File: config.mk
export PLATFORM = sky130hd
export DESIGN_NAME = gf8_poly_reduce_flat
export DESIGN_NICKNAME = d
export VERILOG_FILES = /design/src/rtl/gf8_poly_reduce_if.sv /design/src/rtl/gf8_poly_reduce.sv /design/src/flat_wrapper.sv
export SDC_FILE = /design/constraint.sdc
export NUM_CORES = 1
export LEC_CHECK = 0
export CORE_UTILIZATION = 45
export DETAILED_ROUTE_END_ITERATION = 16
export PLACE_DENSITY = 0.76
export SLEW_MARGIN = 25
export SYNTH_ARGS = -nofsm -noshare
export SYNTH_HDL_FRONTEND = slang
export SYNTH_SLANG_ARGS = --single-unit
File: constraint.sdc
create_clock -name clk -period 2.05 [get_ports clk]
set_input_delay 0.41 -clock clk [delete_from_list [all_inputs] [get_ports clk]]
set_output_delay 0.41 -clock clk [all_outputs]
set_load 0.01 [all_outputs]
File: src/rtl/gf8_poly_reduce_if.sv
// gf8_poly_reduce_if: product-in / field-element-out handshake bundle for the GF(2^8) reducer.
interface gf8_poly_reduce_if;
  logic        in_valid;
  logic        in_ready;
  logic [14:0] in_prod;
  logic        out_valid;
  logic        out_ready;
  logic [7:0]  out_res;
  logic        busy;
  modport master (output in_valid, in_prod, out_ready, input in_ready, out_valid, out_res, busy);
  modport slave  (input in_valid, in_prod, out_ready, output in_ready, out_valid, out_res, busy);
endinterface

File: src/rtl/gf8_poly_reduce.sv
// gf8_poly_reduce: bit-serial reduction of a 15-bit carry-less product modulo {1,POLY}, one bit per cycle.
module gf8_poly_reduce #(
  parameter logic [7:0] POLY = 8'h1B
) (
  input logic clk,
  input logic rst,
  gf8_poly_reduce_if.slave bus
);
  typedef enum logic [1:0] {IDLE, REDUCE, DONE} state_t;
  state_t      state;
  logic [14:0] r;
  logic [14:0] r_next;
  logic [3:0]  k;
  logic [7:0]  res;
  logic [14:0] poly_full;
  assign poly_full = {6'b0, 1'b1, POLY};
  // k only takes 8..14 while REDUCE, so the shift stays within 0..6
  always_comb r_next = r[k] ? r ^ (poly_full << (k - 4'd8)) : r;
  assign bus.in_ready  = (state == IDLE);
  assign bus.out_valid = (state == DONE);
  assign bus.busy      = (state != IDLE);
  assign bus.out_res   = res;
  always_ff @(posedge clk or posedge rst)
    if (rst) begin
      state <= IDLE;
      r     <= '0;
      k     <= '0;
      res   <= '0;
    end else
      case (state)
        IDLE:
          if (bus.in_valid) begin
            r     <= bus.in_prod;
            k     <= 4'd14;
            state <= REDUCE;
          end
        REDUCE: begin
          r <= r_next;
          if (k == 4'd8) begin
            res   <= r_next[7:0];
            state <= DONE;
          end else
            k <= k - 4'd1;
        end
        DONE:    if (bus.out_ready) state <= IDLE;
        default: state <= IDLE;
      endcase
endmodule

File: src/flat_wrapper.sv
// flat-port wrapper written by rule: the top's interface ports become plain ports
module gf8_poly_reduce_flat 
#(
  parameter logic [7:0] POLY = 8'h1B
)
  (clk, rst, bus_in_valid, bus_in_prod, bus_out_ready, bus_in_ready, bus_out_valid, bus_out_res, bus_busy);
  gf8_poly_reduce_if bus_i ();
  input logic clk;
  input logic rst;
  input wire logic [$bits(bus_i.in_valid)-1:0] bus_in_valid;
  input wire logic [$bits(bus_i.in_prod)-1:0] bus_in_prod;
  input wire logic [$bits(bus_i.out_ready)-1:0] bus_out_ready;
  output wire logic [$bits(bus_i.in_ready)-1:0] bus_in_ready;
  output wire logic [$bits(bus_i.out_valid)-1:0] bus_out_valid;
  output wire logic [$bits(bus_i.out_res)-1:0] bus_out_res;
  output wire logic [$bits(bus_i.busy)-1:0] bus_busy;
  assign bus_i.in_valid = bus_in_valid;
  assign bus_i.in_prod = bus_in_prod;
  assign bus_i.out_ready = bus_out_ready;
  assign bus_in_ready = bus_i.in_ready;
  assign bus_out_valid = bus_i.out_valid;
  assign bus_out_res = bus_i.out_res;
  assign bus_busy = bus_i.busy;
  gf8_poly_reduce #(.POLY(POLY)) u_core (.clk(clk), .rst(rst), .bus(bus_i));
endmodule
==> results.yml <==
die:
  die_area_mm2: 0.00511
  rows: 24
  initial_utilization_pct: 48.2
  die_height_um: 71.5
  coreArea_mm2: 0.00450
  die_width_um: 71.5
  pin_count: 30
power_and_ir_drop:
  netSwitchingPower_mw: 1.96
  register_share_of_total_power_pct: 27.3
  peakVddDrop_mv: 0.758
  power.leakage_nw: 1.16
  intPower_mw: 2.28
  share_comb_of_total_power_pct: 61.5
  fraction_of_power_spent_switching_nets_pct: 46.2
  power-per-cell-area_mw_per_mm2: 1570
  clkPwrFrac_pct: 11.3
detailed_routing:
  remaining_drc_errors: 0
  routed_wire_per_std_cell_um: 16.1
  dr_total_vias: 1982
  route.detailed.vias_per_inst: 5.88
  antenna_violating_nets_post_route: 0
  drt-initial-drc-count: 106
  routed_wirelength_um: 5430
  drtPass1Iterations: 4
synthesis:
  yosysWarningCount: 0
  synth_mux_area_share_pct: 7.66
  dominant_combinational_cell_family_by_area_after_synthesis: "compound AO/OA/AOI/OAI gates"
  arithmetic_cell_share_of_the_synthesized_area_counting_full_adders_half_adders_and_majority_gates_pct: 3.46
  synth-edff-count: 0
  post_synth_xor_area_fraction_pct: 2.42
  synth.lib_cells_used.distinct: 54
  syn-cell-area_mm2: 0.00217
  synth_top_cell_area_share_pct: 33.4
  syn-instance-count: 249
  synth-compound-area-share_pct: 29.7
  synth-seq-area-share_pct: 33.4
  synth_nets: 274
  synth_ff_type: "dfrtp_1"
  main_area_contributors_after_synthesis: "dfrtp_1 33%, a21oi_1 5.1%, mux2i_1 5.1%, nand2_1 4.8%, o21ai_0 3.9%"
  postSynthRegisterBits: 29
  synth_area_per_cell_um2: 8.72
  synth_async_sr_flop_share_pct: 100
  synthSimpleGateAreaFrac_pct: 18.2
  synth.largest_area_cell: "dfrtp_1"
worst_setup_path:
  cpLargestDelayFamily: "compound AO/OA/AOI/OAI gates"
  critical_path.startpoint: "u_core.k[1]$_DFFE_PP0P_"
  count_of_buffering_cells_on_the_critical_path_with_inverters_included: 0
  critical_path_maximum_fanout: 10
  rr_worst_depth: 5
  worst_path_class_setup: "flop to flop"
  cp-endpoint: "u_core.r[9]$_DFFE_PP0P_"
  rr_endpoint: "u_core.r[9]$_DFFE_PP0P_"
  cpMaxStageDelayCell: "dfrtp_2"
  start_kind: "flop"
  required_arrival_time_at_the_worst_endpoint_ns: 2.22
  ff2ff_setup_slack_ns: 0.10
  arrival_ns: 2.12
  r2r-start: "u_core.k[1]$_DFFE_PP0P_"
  timing.critical_path.depth: 5
  max_incr_delay_on_cp_ns: 0.48
  timing.critical_path.to_type: "flop"
  cp_cell_sequence: "nand2b_1 -> a211oi_1 -> a2111o_1 -> a21oi_4 -> o311a_1"
global_routing:
  global_route.overflow_total: 0
  grt_first_pass_wirelength_um: 9380
  grt_max_degree: 30
  first_global_vias: 1922
  grt_antenna_before_repair: 0
  grt_util_all_layers_pct: 23.8
cts:
  cts_root_buffer: "clkbuf_8"
  clock_tree.htree_level_count: 2
  tritoncts.num_buffers: 5
  clkTransAtPathRegs_ns: 0.07
  tritoncts: "built"
  worst_skew_pair.late_latency_ns: 0.29
  cts_sinks: 29
  max-clock-path-buffers: 2
  cts.hold.buffers_added: 0
timing:
  timing.final.max_slew_violations: 0
  max_slew.worst_pin.slew_ns: 0.503
  setup-violations-final: 0
  finalClockSkew_ns: 0.00887
  report.final.hold_viol_count: 0
  sum_of_negative_setup_slack_ns: 0
  max_freq_ghz: 0.513
  timing.max_slew.rel_slack_pct: 66.5
  grt_setup_unrepaired: "no"
  period_share_pct: 95.1
  final_critical_period_ns: 1.95
placement:
  io_buffers: 29
  place.detailed.instances: 328
  detailedPlacementHpwl_um: 3980
  gp_congestion: 0.956
finish:
  layoutNonFillerInstCount: 337
  fillers: 390
  antennaDiodeCount: 0
  post_route_cells_drive_above_1_share_pct: 16.8
  finalNetCount: 309
  seqCellArea_um2: 731
  multi_input_logic_area_mm2: 0.00135
  area.growth.synth_to_final_pct: 24.3
status:
  status: "finished, final reports clean"
flow_run:
  max_cap_viol_count: 0
worst_hold_path:
  min-delay-path-class: "input port to asynchronous set/reset pin"
## cell families after synthesis
family	Yosys count
compound gates	89
xor+xnor	6
fa+ha+maj	6
buf+inv	25
flops	29
mux	16
simple gates	78
## area by class of cell
type	count	share of cell area, %
Clock buffer	5	2.55
Clock inverter	3	0.649
Inverter	8	1.11
Multi-Input combinational cell	195	50.0
Sequential cell	29	27.1
Tap cell	52	2.41
Timing Repair Buffer	45	16.2
## cells in the mapped netlist (4+ instances only)
cell / n
buf_2: 6
nor2_1: 10
o22a_1: 4
o21ai_1: 5
mux2i_1: 11
nor3_1: 4
o211ai_1: 6
nand3_1: 4
clkbuf_1: 7
ha_1: 6
nor2b_1: 10
dfrtp_1: 29
o21ai_0: 17
and2_1: 4
inv_1: 7
a21oi_1: 22
nand2b_1: 6
nand2_1: 28
xor2_1: 6
o22ai_1: 7
mux2_2: 5
## metal layers
layer | up-vias | global-route usage [%] | wire length [um]
li1 | 982 | - | -
met1 | 937 | 33.0 | 2530
met2 | 51 | 35.8 | 2450
met3 | 12 | 5.49 | 328
met4 | 0 | 10.2 | 115
met5 | - | 0 | 0
## worst reg2reg max path, cell delays in order (launching register included)
cell      delay [ns]
dfrtp_2         0.48
nand2b_1        0.23
a211oi_1        0.46
a2111o_1        0.25
a21oi_4         0.11
o311a_1         0.31
## power groups by stage
stage | Sequential, mW | Combinational, mW | Clock [mW]
4_1_cts | 1.15 | 2.56 | 0.485
2_1_floorplan | 1.04 | 1.82 | 0
3_3_place_gp | 1.15 | 2.51 | 0
6_report | 1.16 | 2.61 | 0.477
5_1_grt | 1.20 | 2.87 | 0.506
3_5_place_dp | 1.16 | 2.54 | 0
## placed cells by master (no fill, tap or decap), types with 9 or more instances in the layout
cell | Yosys | layout
nor2_1 | 10 | 9
mux2i_1 | 11 | 11
nor2b_1 | 10 | 10
buf_4 | 1 | 14
dfrtp_1 | 29 | 25
o21ai_0 | 17 | 17
clkdlybuf4s50_1 | 0 | 28
nand2_1 | 28 | 28
a21oi_1 | 22 | 22
## through the flow
step	utilization, %	setup WS [ns]	hold slack (ns)	power, mW	area (um2)
2_1_floorplan	-	0.0568	0.470	2.85	2170
3_3_place_gp	57.3	0.121	0.464	3.66	2580
3_5_place_dp	57.3	0.0778	0.479	3.70	2580
4_1_cts	59.3	0.00718	0.494	4.20	2670
5_1_grt	59.9	0.0247	0.513	4.58	2700
6_report	59.9	0.100	0.487	4.24	2700
## worst min-delay path by stage
stage                                 startpoint                                 to  slack [ns]  cells past startpoint
6_report                                     rst            u_core.r[8]$_DFFE_PP0P_        0.49                      3
5_1_grt        u_core.bus.out_res[5]$_DFFE_PP0P_  u_core.bus.out_res[5]$_DFFE_PP0P_        0.51                      2
4_1_cts        u_core.bus.out_res[5]$_DFFE_PP0P_  u_core.bus.out_res[5]$_DFFE_PP0P_        0.49                      2
3_5_place_dp   u_core.bus.out_res[5]$_DFFE_PP0P_  u_core.bus.out_res[5]$_DFFE_PP0P_        0.48                      2
3_3_place_gp   u_core.bus.out_res[0]$_DFFE_PP0P_  u_core.bus.out_res[0]$_DFFE_PP0P_        0.46                      2
2_1_floorplan           u_core.r[10]$_DFFE_PP0P_           u_core.r[10]$_DFFE_PP0P_        0.47                      1
## state kept, by name, indices dropped and copies added (netlist names)
register / flops
u_core.bus.out_res: 8
u_core.state: 2
u_core.r: 15
u_core.k: 4
## timing repair
| item | CTS | global route |
|---|---|---|
| resized for setup | 1 | 7 |
| cloned | 0 | 0 |
| setup endpoints to repair | 1 | 18 |
| buffers inserted | 0 | 1 |
No activity file was read; power rests on OpenSTA's default activity.
